===== config.mk =====
export PLATFORM = sky130hd
export DESIGN_NAME = telemetre_ctrl
export DESIGN_NICKNAME = d
export VERILOG_FILES = /design/src/rtl/telemetre_ctrl.sv
export SDC_FILE = /design/constraint.sdc
export NUM_CORES = 1
export LEC_CHECK = 0
export ABC_AREA = 0
export BUFFER_PORTS_ARGS = -buffer_cell sky130_fd_sc_hd__buf_2
export CORE_MARGIN = 2
export CORE_UTILIZATION = 30
export CTS_CLUSTER_SIZE = 14
export DETAILED_ROUTE_END_ITERATION = 6
export PLACE_DENSITY = 0.54
export SLEW_MARGIN = 20
export SYNTH_ARGS = -nofsm -noshare
export SYNTH_HDL_FRONTEND = slang
export SYNTH_SLANG_ARGS = --single-unit

===== constraint.sdc =====
create_clock -name Clk -period 4.6 [get_ports Clk]
set_input_delay 0.46 -clock Clk [delete_from_list [all_inputs] [get_ports Clk]]
set_output_delay 0.46 -clock Clk [all_outputs]
set_load 0.02 [all_outputs]

===== src/rtl/telemetre_ctrl.sv =====
// Ultrasonic rangefinder controller: trigger pulse, echo timing,
// distance quantisation with clamping, timeouts and inter-shot holdoff.
module telemetre_ctrl #(
    parameter int TRIG_CYC = 20,
    parameter int DIV      = 147,
    parameter int ECHO_TO  = 50000,
    parameter int MEAS_TO  = 40000,
    parameter int HOLDOFF  = 50000
) (
    input  logic       Clk,
    input  logic       Rst,
    input  logic       Start,
    input  logic       Auto,
    input  logic       Echo,
    output logic       Trig,
    output logic       Busy,
    output logic       Valid,
    output logic       Err,
    output logic [7:0] Nb
);
    localparam int SW = (DIV > 1) ? $clog2(DIV) : 1;
    localparam int TW = 17;

    localparam logic [SW-1:0] S_LAST    = SW'(DIV - 1);
    localparam logic [TW-1:0] TRIG_LAST = TW'(TRIG_CYC - 1);
    localparam logic [TW-1:0] ECHO_LAST = TW'(ECHO_TO - 1);
    localparam logic [TW-1:0] MEAS_LAST = TW'(MEAS_TO - 1);
    localparam logic [TW-1:0] HOLD_LAST = TW'(HOLDOFF - 1);

    typedef enum logic [2:0] {
        IDLE, TRIG, WAIT_ECHO, MEASURE, HOLD
    } state_t;

    state_t        state, state_d;
    logic          e1, e2, e3;
    logic          rise, fall;
    logic [TW-1:0] tcnt, tcnt_d;
    logic [SW-1:0] s, s_d, s_inc;
    logic [8:0]    q, q_d, q_inc;
    logic [7:0]    nb_meas, nb_d;
    logic          valid_d, err_d;

    assign rise = e2 & ~e3;
    assign fall = ~e2 & e3;
    assign Trig = (state == TRIG);
    assign Busy = (state != IDLE);

    always_ff @(posedge Clk) begin
        if (Rst) begin
            state <= IDLE;
            {e1, e2, e3} <= 3'b000;
            tcnt  <= '0;
            s     <= '0;
            q     <= '0;
            Valid <= 1'b0;
            Err   <= 1'b0;
            Nb    <= 8'd0;
        end else begin
            state <= state_d;
            {e1, e2, e3} <= {Echo, e1, e2};
            tcnt  <= tcnt_d;
            s     <= s_d;
            q     <= q_d;
            Valid <= valid_d;
            Err   <= err_d;
            Nb    <= nb_d;
        end
    end

    // Count including the current cycle, so the final high cycle is not lost
    always_comb begin
        s_inc = (s == S_LAST) ? '0 : s + 1'b1;
        q_inc = q;
        if (s == S_LAST && q != 9'd255)
            q_inc = q + 9'd1;
        if (q_inc < 9'd6)
            nb_meas = 8'd6;
        else if (q_inc > 9'd254)
            nb_meas = 8'd254;
        else
            nb_meas = q_inc[7:0];
    end

    always_comb begin
        state_d = state;
        tcnt_d  = tcnt + 1'b1;
        s_d     = s;
        q_d     = q;
        valid_d = 1'b0;
        err_d   = Err;
        nb_d    = Nb;
        unique case (state)
            IDLE: begin
                tcnt_d = '0;
                if (Start || Auto)
                    state_d = TRIG;
            end
            TRIG: begin
                if (tcnt == TRIG_LAST) begin
                    state_d = WAIT_ECHO;
                    tcnt_d  = '0;
                end
            end
            WAIT_ECHO: begin
                if (rise) begin
                    state_d = MEASURE;
                    tcnt_d  = '0;
                    s_d     = '0;
                    q_d     = '0;
                end else if (tcnt == ECHO_LAST) begin
                    state_d = HOLD;
                    tcnt_d  = '0;
                    valid_d = 1'b1;
                    err_d   = 1'b1;
                    nb_d    = 8'd255;
                end
            end
            MEASURE: begin
                s_d = s_inc;
                q_d = q_inc;
                if (fall) begin
                    state_d = HOLD;
                    tcnt_d  = '0;
                    valid_d = 1'b1;
                    err_d   = 1'b0;
                    nb_d    = nb_meas;
                end else if (tcnt == MEAS_LAST) begin
                    state_d = HOLD;
                    tcnt_d  = '0;
                    valid_d = 1'b1;
                    err_d   = 1'b1;
                    nb_d    = 8'd255;
                end
            end
            HOLD: begin
                if (tcnt == HOLD_LAST) begin
                    tcnt_d  = '0;
                    state_d = Auto ? TRIG : IDLE;
                end
            end
            default: state_d = IDLE;
        endcase
    end
endmodule


# [Word level (Yosys, flattened, before mapping)]
# Cells that the tools add are included.
[op_classes] add_sub_neg=3 order_cmp=2 n_eq_ne=17 n_mux=38 n_bitwise=4 n_reduce_logical=8
[op_table] cell="2-to-1 mux 17 bit" n=5
[op_table] cell="one-hot mux 17 bit (5 select lines)" n=1
[op_table] cell="2-to-1 mux 8 bit" n=8
[op_table] cell="equality test 17 x 16 -> 1 bit, second input constant" n=2
[op_table] cell="one-hot mux 8 bit (2 select lines)" n=2
[op_table] cell="2-to-1 mux 3 bit" n=7
[op_table] cell="2-to-1 mux 9 bit" n=2
[op_table] cell="one-hot mux 9 bit (2 select lines)" n=1
[op_table] cell="adder 17 x 1 -> 17 bit, second input constant" n=1
[op_table] cell="equality test 17 x 5 -> 1 bit, second input constant" n=1
[op_table] cell="one-hot mux 3 bit (5 select lines)" n=1
[op_table] cell="!= test 2 bit, second input constant" n=5
[op_table] cell="adder 9 x 1 -> 9 bit, second input constant" n=1
[op_table] cell="> comparator 9 x 8 -> 1 bit, second input constant" n=1
[op_table] cell="< comparator 9 x 3 -> 1 bit, second input constant" n=1
[op_table] cell="2-to-1 mux 1 bit" n=9
[op_table] cell="!= test 9 x 8 -> 1 bit, second input constant" n=1
[op_table] cell="adder 8 x 1 -> 8 bit, second input constant" n=1
[op_table] cell="equality test 8 bit, second input constant" n=1
[op_table] cell="equality test 3 x 2 -> 1 bit, second input constant" n=2
[op_table] cell="!= test 3 bit, second input constant" n=2
[op_table] cell="AND reduction 5 bit" n=1
[op_table] cell="one-hot mux 1 bit (2 select lines)" n=2
[op_table] cell="AND reduction 4 bit" n=1
[op_table] cell="other kinds (11)" n=13
[totals] register_bits=50 in_bits=5 word_cells=82

# [Depth between registers and ports, before layout]
# Gate-level depths: netlist of the first run.
[logic_depth] depth_word=8 ltp_mapped=10

# [Worst setup path after synthesis of the first run]
# No wires, ideal clock.
[synth_path] kind="register to register" start="reg q[0]" end="reg Nb[0]" setup_time_ns=0.119 arrival_time_ns=2.615 required_time_ns=4.481 slack_ns=1.866 path_stages_with_launch=11 synth_period_minus_slack_ns=2.734 path_cell_list="dfxtp_1 > ha_1 > nand4_1 > nor2_1 > ha_1 > or4b_4 > or4_4 > xnor2_2 > nand4b_1 > o22a_1 > o221a_1"
[synth_between] elab_chain_cells=8 elab_cells_between_ends=10
[synth_lines] item="start, declared" line="39" text="logic [8:0] q, q_d, q_inc;"
[synth_lines] item="start signal, assigned" line="63" text="q <= q_d;"
[synth_lines] item="branches (longest 2 deep; another with adder 9 x 1 -> 9 bit)"
[synth_lines] item="2-to-1 mux 9 bit *" line="74" text="if (s == S_LAST && q != 9'd255)"
[synth_lines] item="> comparator 9 x 8 -> 1 bit" line="78" text="else if (q_inc > 9'd254)"
[synth_lines] item="2-to-1 mux 8 bit" line="78"
[synth_lines] item="2-to-1 mux 8 bit *" line="76" text="if (q_inc < 9'd6)"
[synth_lines] item="2-to-1 mux 8 bit *" line="121" text="if (fall) begin"
[synth_lines] item="one-hot mux 8 bit (2 select lines) *" line="92" text="unique case (state)"
[synth_lines] item="end signal, assigned" line="66" text="Nb <= nb_d;"
[synth_lines] item="end, declared" line="19" text="output logic [7:0] Nb"
# Every way passes the cells marked *.
# A chain may end at the register's enable or synchronous reset.

# [Final worst setup path of the first run]
# Ends and elaborated chain as after synthesis.

==> results.cfg, run 1 <==
[clock_tree]
ctsHtreeMaxLevel = 2
cts_sinks = 50
cts_buffer_depth = 2
post_cts_resized = 0
cts_tree = built
post_cts_buffers = 0
clock_latency_ns = 0.30
clk_transition_reported_paths_ns = 0.10
clockRootBuffer = clkbuf_8
cts-hold-fix-buffers = 0
cts-buffers-inserted = 5

[synthesis]
synth-edff-count = 0
synth_area_leader_cell = dfxtp_1
async_flop_share_pct = 0
synth.area.top_cells = dfxtp_1 (38%), nor2_1 (6.0%), nor3_1 (4.4%)
synthMuxAreaShare_pct = 0.761
postSynthCellCount = 321
yosys.area_share.xor_xnor_pct = 7.61
synth-compound-area-share_pct = 14.5
synth_area_um2 = 2630
ys_seq_area_share_pct = 38.0
synth-main-ff-cell = dfxtp_1
ys_types = 56
synth_top_family_by_area = simple AND/OR/NAND/NOR gates
yosys_register_bits = 50
synth_fa_ha_area_share_pct = 2.38
synth.top_cell.area_share_pct = 38.0
synth_area_per_cell_um2 = 8.20
yosys_warnings = 0
synth_nets = 331
yosys.area_share.simple_pct = 33.6

[floorplan]
ios = 17
core_area_um2 = 8590
chipHeight_um = 97.7
start_util_pct = 30.6
die-area_um2 = 9540
die_w_um = 97.7
fp-row-count = 34

[finish]
area_growth_pct = 10.7
final_cells = 439
antennaDiodeCount = 0
nets = 340
drive_gt1_share_pct = 9.97
fin_area_um2 = 2910

[global_routing]
grt_pass1_wl_um = 10400
antenna_found_initial = 0
use_met3_pct = 2.88
grt_pass1_vias = 2123
use_met2_pct = 19.3
grt-busiest-layer = met2
grt-ovfl-total = 0
grt_start_max_net_pins = 52
grt_use_met1_pct = 19.1
grt_usage_pct = 13.0

[drt]
via_count = 2304
drt_iter0_markers = 116
drt_first_pass_iters = 4
drt_wl_total_um = 5990
avgRoutedWirePerCell_um = 13.6
via_per_inst = 5.25
remaining_drc_errors = 0
ant_nets = 0

[sta]
min_period_over_period_pct = 63.9
fin_crit_ns = 2.94
hold_viol = 0
tightestPinTransition_ns = 0.961
setup_viol = 0
fin_skew_ns = 0.00828
rsz0062_at_grt = false
tns_ns = 0
fmax_mhz = 340
slew_violations = 0
slew_headroom_pct = 35.9

[pwr]
irDropWorstVdd_v = 0.000107
p_per_area_nw_per_um2 = 367
p_leak_nw = 0.990

[worst_hold_path]
hold_class = input port to flip-flop
hold_path_depth = 2

[critical_path]
critPathMaxFanout = 9
start_kind = flip-flop
cp_data_required_time_ns = 4.81
worst_setup_path_end_kind = flip-flop
r2r_slack_ns = 1.66
r2r_cells = 10
critPathArrivalTime_ns = 3.15
critPathKind = flip-flop to flip-flop

[run_status]
outcome = complete, no violations

[placed_design]
dp.cells = 431
gp_congestion = 0.889
placed_area_um2 = 2800
hpwl_um = 4200
port_buffers = 16

[flow_run]
maxCapViolCount = 0
-- worst max-delay path, stage by stage, from the launching register on --
cell and delay, ns:
dfxtp_1 0.40, ha_1 0.28, nand4_1 0.13, nor2_1 0.07, ha_1 0.21, nor4b_4 0.37, nand2_2 0.16, or3_1 0.42
a311o_1 0.36, o22a_1 0.23, o221a_1 0.23
-- flip-flops by register name, summed over array words and instances, names as in the netlist --
name / flops
Valid: 1
e2: 1
Err: 1
s: 8
tcnt: 17
e1: 1
e3: 1
state: 3
Nb: 8
q: 9
-- final cells by class --
class / count / area (um2)
repair buffers: 18 / 95.1
multi-input cells: 249 / 1550
flip-flops and latches: 50 / 1000
well taps: 108 / 135
clock inverters: 3 / 43.8
fillers: 896 / 5680
inverters: 6 / 22.5
clock buffers: 5 / 68.8
-- layout by cell type, fill, tap and decap left out, drive strengths merged, types with 8 or more instances in the layout --
cell type and instances:
nor2b 8, nand3 17, xor2 10, dfxtp 50
nand4 8, nand2 16, and3 10, o21ai 13
buf 18, xnor2 12, nor2 42, nor3 23
a21oi 19
-- Yosys cell counts (4+ instances only) --
cell	count
clkbuf_1	15
o21ai_0	13
and2_1	4
inv_1	6
xnor2_1	11
o211ai_1	4
and3_1	10
nor2_1	42
nand2b_1	6
nand4_1	8
a21oi_1	19
nand3_1	17
xor2_1	10
nand2_1	15
ha_1	5
nor2b_1	8
or3_1	5
nor3_1	23
dfxtp_1	50
-- layer usage --
| layer | wire, um | part of all wire, % |
|---|---|---|
| met2 | 2580 | 43 |
| met3 | 203 | 3.4 |
| met1 | 3160 | 53 |
| met5 | 0 | 0 |
| met4 | 52 | 0.87 |
-- worst paths after layout --
path,start,to
max,q[0]$_SDFFE_PP0P_,Nb[0]$_SDFFE_PP0P_
min,Echo,e1$_SDFF_PP0_
max reg2reg,q[0]$_SDFFE_PP0P_,Nb[0]$_SDFFE_PP0P_
min reg2reg,e1$_SDFF_PP0_,e2$_SDFF_PP0_
-- kinds of logic after synthesis --
logic type,count (synthesis)
AND/OR/NAND/NOR,161
AO/OA/AOI/OAI,59
flip-flops,50
XOR/XNOR,22
buffers and inverters,22
adder cells (fa/ha/maj),5
multiplexers,2
-- stage by stage --
stage | worst slack (ns) | power [mW] | hold slack, ns | util (%)
2_1_floorplan | 1.87 | 0.688 | 0.414 | -
4_1_cts | 1.68 | 1.09 | 0.362 | 33.9
5_1_grt | 1.45 | 1.13 | 0.375 | 33.9
3_3_place_gp | 1.74 | 0.765 | 0.438 | 32.6
3_5_place_dp | 1.69 | 0.764 | 0.448 | 32.6
6_report | 1.66 | 1.07 | 0.371 | 33.9
-- report_power, final --
part	leakage [nW]	switching [mW]	internal, mW	total [mW]
combinational	0.527	0.171	0.0926	0.263
clock	0.0585	0.154	0.163	0.318
sequential	0.404	0.0275	0.462	0.490
Power figures use the tool's default switching activity.
==> inputs of run 2 (changes only) <==
==> constraint.sdc (replaced) <==
create_clock -name Clk -period 2.8 [get_ports Clk]
set_input_delay 0.28 -clock Clk [delete_from_list [all_inputs] [get_ports Clk]]
set_output_delay 0.28 -clock Clk [all_outputs]
set_load 0.02 [all_outputs]
==> run 2 against run 1 <==
Effect of this change:
- design area is 3.0% higher
- clock power is 33% higher
- hold slack worse by 0.17 ns
- critical path depth stayed put
- die area stayed put
- non-clock buffer count is 11 higher
- sequential cell count stayed put
- critical endpoint unchanged
- largest cell class unchanged
==> results.cfg, run 2 (synthesis results as in run 1) <==
[run_status]
outcome = complete, no violations

[global_routing]
use_met3_pct = 2.45
grt_start_max_net_pins = 52
grt_pass1_vias = 2180
grt_usage_pct = 13.2
grt-ovfl-total = 0
use_met2_pct = 20.3
grt_pass1_wl_um = 10400
antenna_found_initial = 0
grt-busiest-layer = met2
grt_use_met1_pct = 19.0

[floorplan]
fp-row-count = 34
chipHeight_um = 97.7
core_area_um2 = 8590
start_util_pct = 30.6
die-area_um2 = 9540
die_w_um = 97.7
ios = 17

[critical_path]
r2r_cells = 10
critPathMaxFanout = 5
worst_setup_path_end_kind = flip-flop
critPathKind = flip-flop to flip-flop
critPathArrivalTime_ns = 2.90
start_kind = flip-flop
cp_data_required_time_ns = 3.01

[pwr]
switching_share_pct = 34.3
p_switching_mw = 0.570
p_seq_share_pct = 48.5
clkPwrFrac_pct = 25.5
irDropWorstVdd_v = 0.000241
combinationalPowerShare_pct = 26.1
p_leak_nw = 1.03
p_int_mw = 1.09
total_power_mw = 1.66
p_per_area_nw_per_um2 = 553

[finish]
area_growth_pct = 14.0
final_cells = 450
regMostFlops = tcnt
reg.largest.list = tcnt (17), q (9)
drive_gt1_share_pct = 14.0
antennaDiodeCount = 0
largest_register_ffs = 17
final_common_cell = dfxtp_1
fillers = 920
nets = 351
layout_common_cells = dfxtp_1 (49), nor2_1 (42), nor3_1 (23)
seq_area_um2 = 1000
multi_input_comb_area_um2 = 1580

[placed_design]
dp.cells = 441
port_buffers = 16
gp_congestion = 0.861
hpwl_um = 4360

[drt]
avgRoutedWirePerCell_um = 13.5
remaining_drc_errors = 0
ant_nets = 0
drt_iter0_markers = 84
drt_wl_total_um = 6070
via_count = 2325
via_per_inst = 5.17
drt_first_pass_iters = 4

[sta]
slew_headroom_pct = 36.7
fin_crit_ns = 2.69
fin_skew_ns = 0.0176
setup_viol = 0
min_period_over_period_pct = 96.0
tightestPinTransition_ns = 0.950
tns_ns = 0
fmax_mhz = 372
hold_viol = 0
slew_violations = 0
whs_ns = 0.206

[clock_tree]
clk_transition_reported_paths_ns = 0.10
cts-hold-fix-buffers = 0
ctsHtreeMaxLevel = 2
cts_buffer_depth = 2
clock_latency_ns = 0.30
cts_tree = built
cts_sinks = 50
clockRootBuffer = clkbuf_8
cts-buffers-inserted = 5

[worst_hold_path]
hold_path_depth = 2
hold_class = input port to flip-flop

[flow_run]
maxCapViolCount = 0
## run 2: worst paths after layout
| check | slack, ns | endpoint | startpoint |
|---|---|---|---|
| worst min-delay path | 0.21 | e1$_SDFF_PP0_ | Echo |
| worst max-delay path | 0.11 | Nb[0]$_SDFFE_PP0P_ | q[0]$_SDFFE_PP0P_ |
| worst min register to register | 0.45 | tcnt[0]$_SDFF_PP0_ | tcnt[0]$_SDFF_PP0_ |
| worst max register to register | 0.11 | Nb[0]$_SDFFE_PP0P_ | q[0]$_SDFFE_PP0P_ |
## run 2: power by group through the flow
stage          logic [mW]  registers [mW]  clock network [mW]
6_report            0.433           0.804               0.422
5_1_grt             0.485           0.813               0.468
4_1_cts             0.435           0.804               0.442
3_5_place_dp        0.432           0.821                   0
3_3_place_gp        0.432           0.820                   0
2_1_floorplan       0.302           0.828                   0
## run 2: metal layers
| layer | up-vias | share of wire [%] |
|---|---|---|
| met1 | 1097 | 53 |
| met3 | 4 | 2.8 |
| met4 | 0 | 0.86 |
| li1 | 1197 | - |
| met5 | - | 0 |
| met2 | 27 | 44 |
## run 2: through the flow
| stage | utilization (%) | area, um2 | worst slack [ns] |
|---|---|---|---|
| after floorplan | - | 2630 | 0.0663 |
| after global placement | 33.5 | 2880 | 0.124 |
| after detailed placement | 33.5 | 2880 | 0.0490 |
| after CTS | 34.5 | 2960 | 0.0308 |
| after global routing | 34.9 | 3000 | -0.00839 |
| final | 34.9 | 3000 | 0.111 |
## run 2: layout make-up
cell class / count / area share (%)
Clock inverter: 2 / 0.459
Sequential cell: 50 / 33.4
Tap cell: 108 / 4.51
Clock buffer: 6 / 2.42
Multi-Input combinational cell: 249 / 52.5
Timing Repair Buffer: 29 / 5.92
Inverter: 6 / 0.751
## run 2: what timing repair did
item | CTS | global route
setup endpoints to repair | 0 | 3
resized for setup | 0 | 6
buffers inserted | 0 | 1
## run 2: critical path, cell delays in order, from the launching register on
cell      delay (ns)
dfxtp_2         0.35
ha_4            0.16
nand4_1         0.09
nor2_1          0.06
ha_2            0.19
or4b_4          0.51
or4_4           0.47
xnor2_2         0.16
nand4b_1        0.12
o22a_1          0.25
o221a_1         0.23
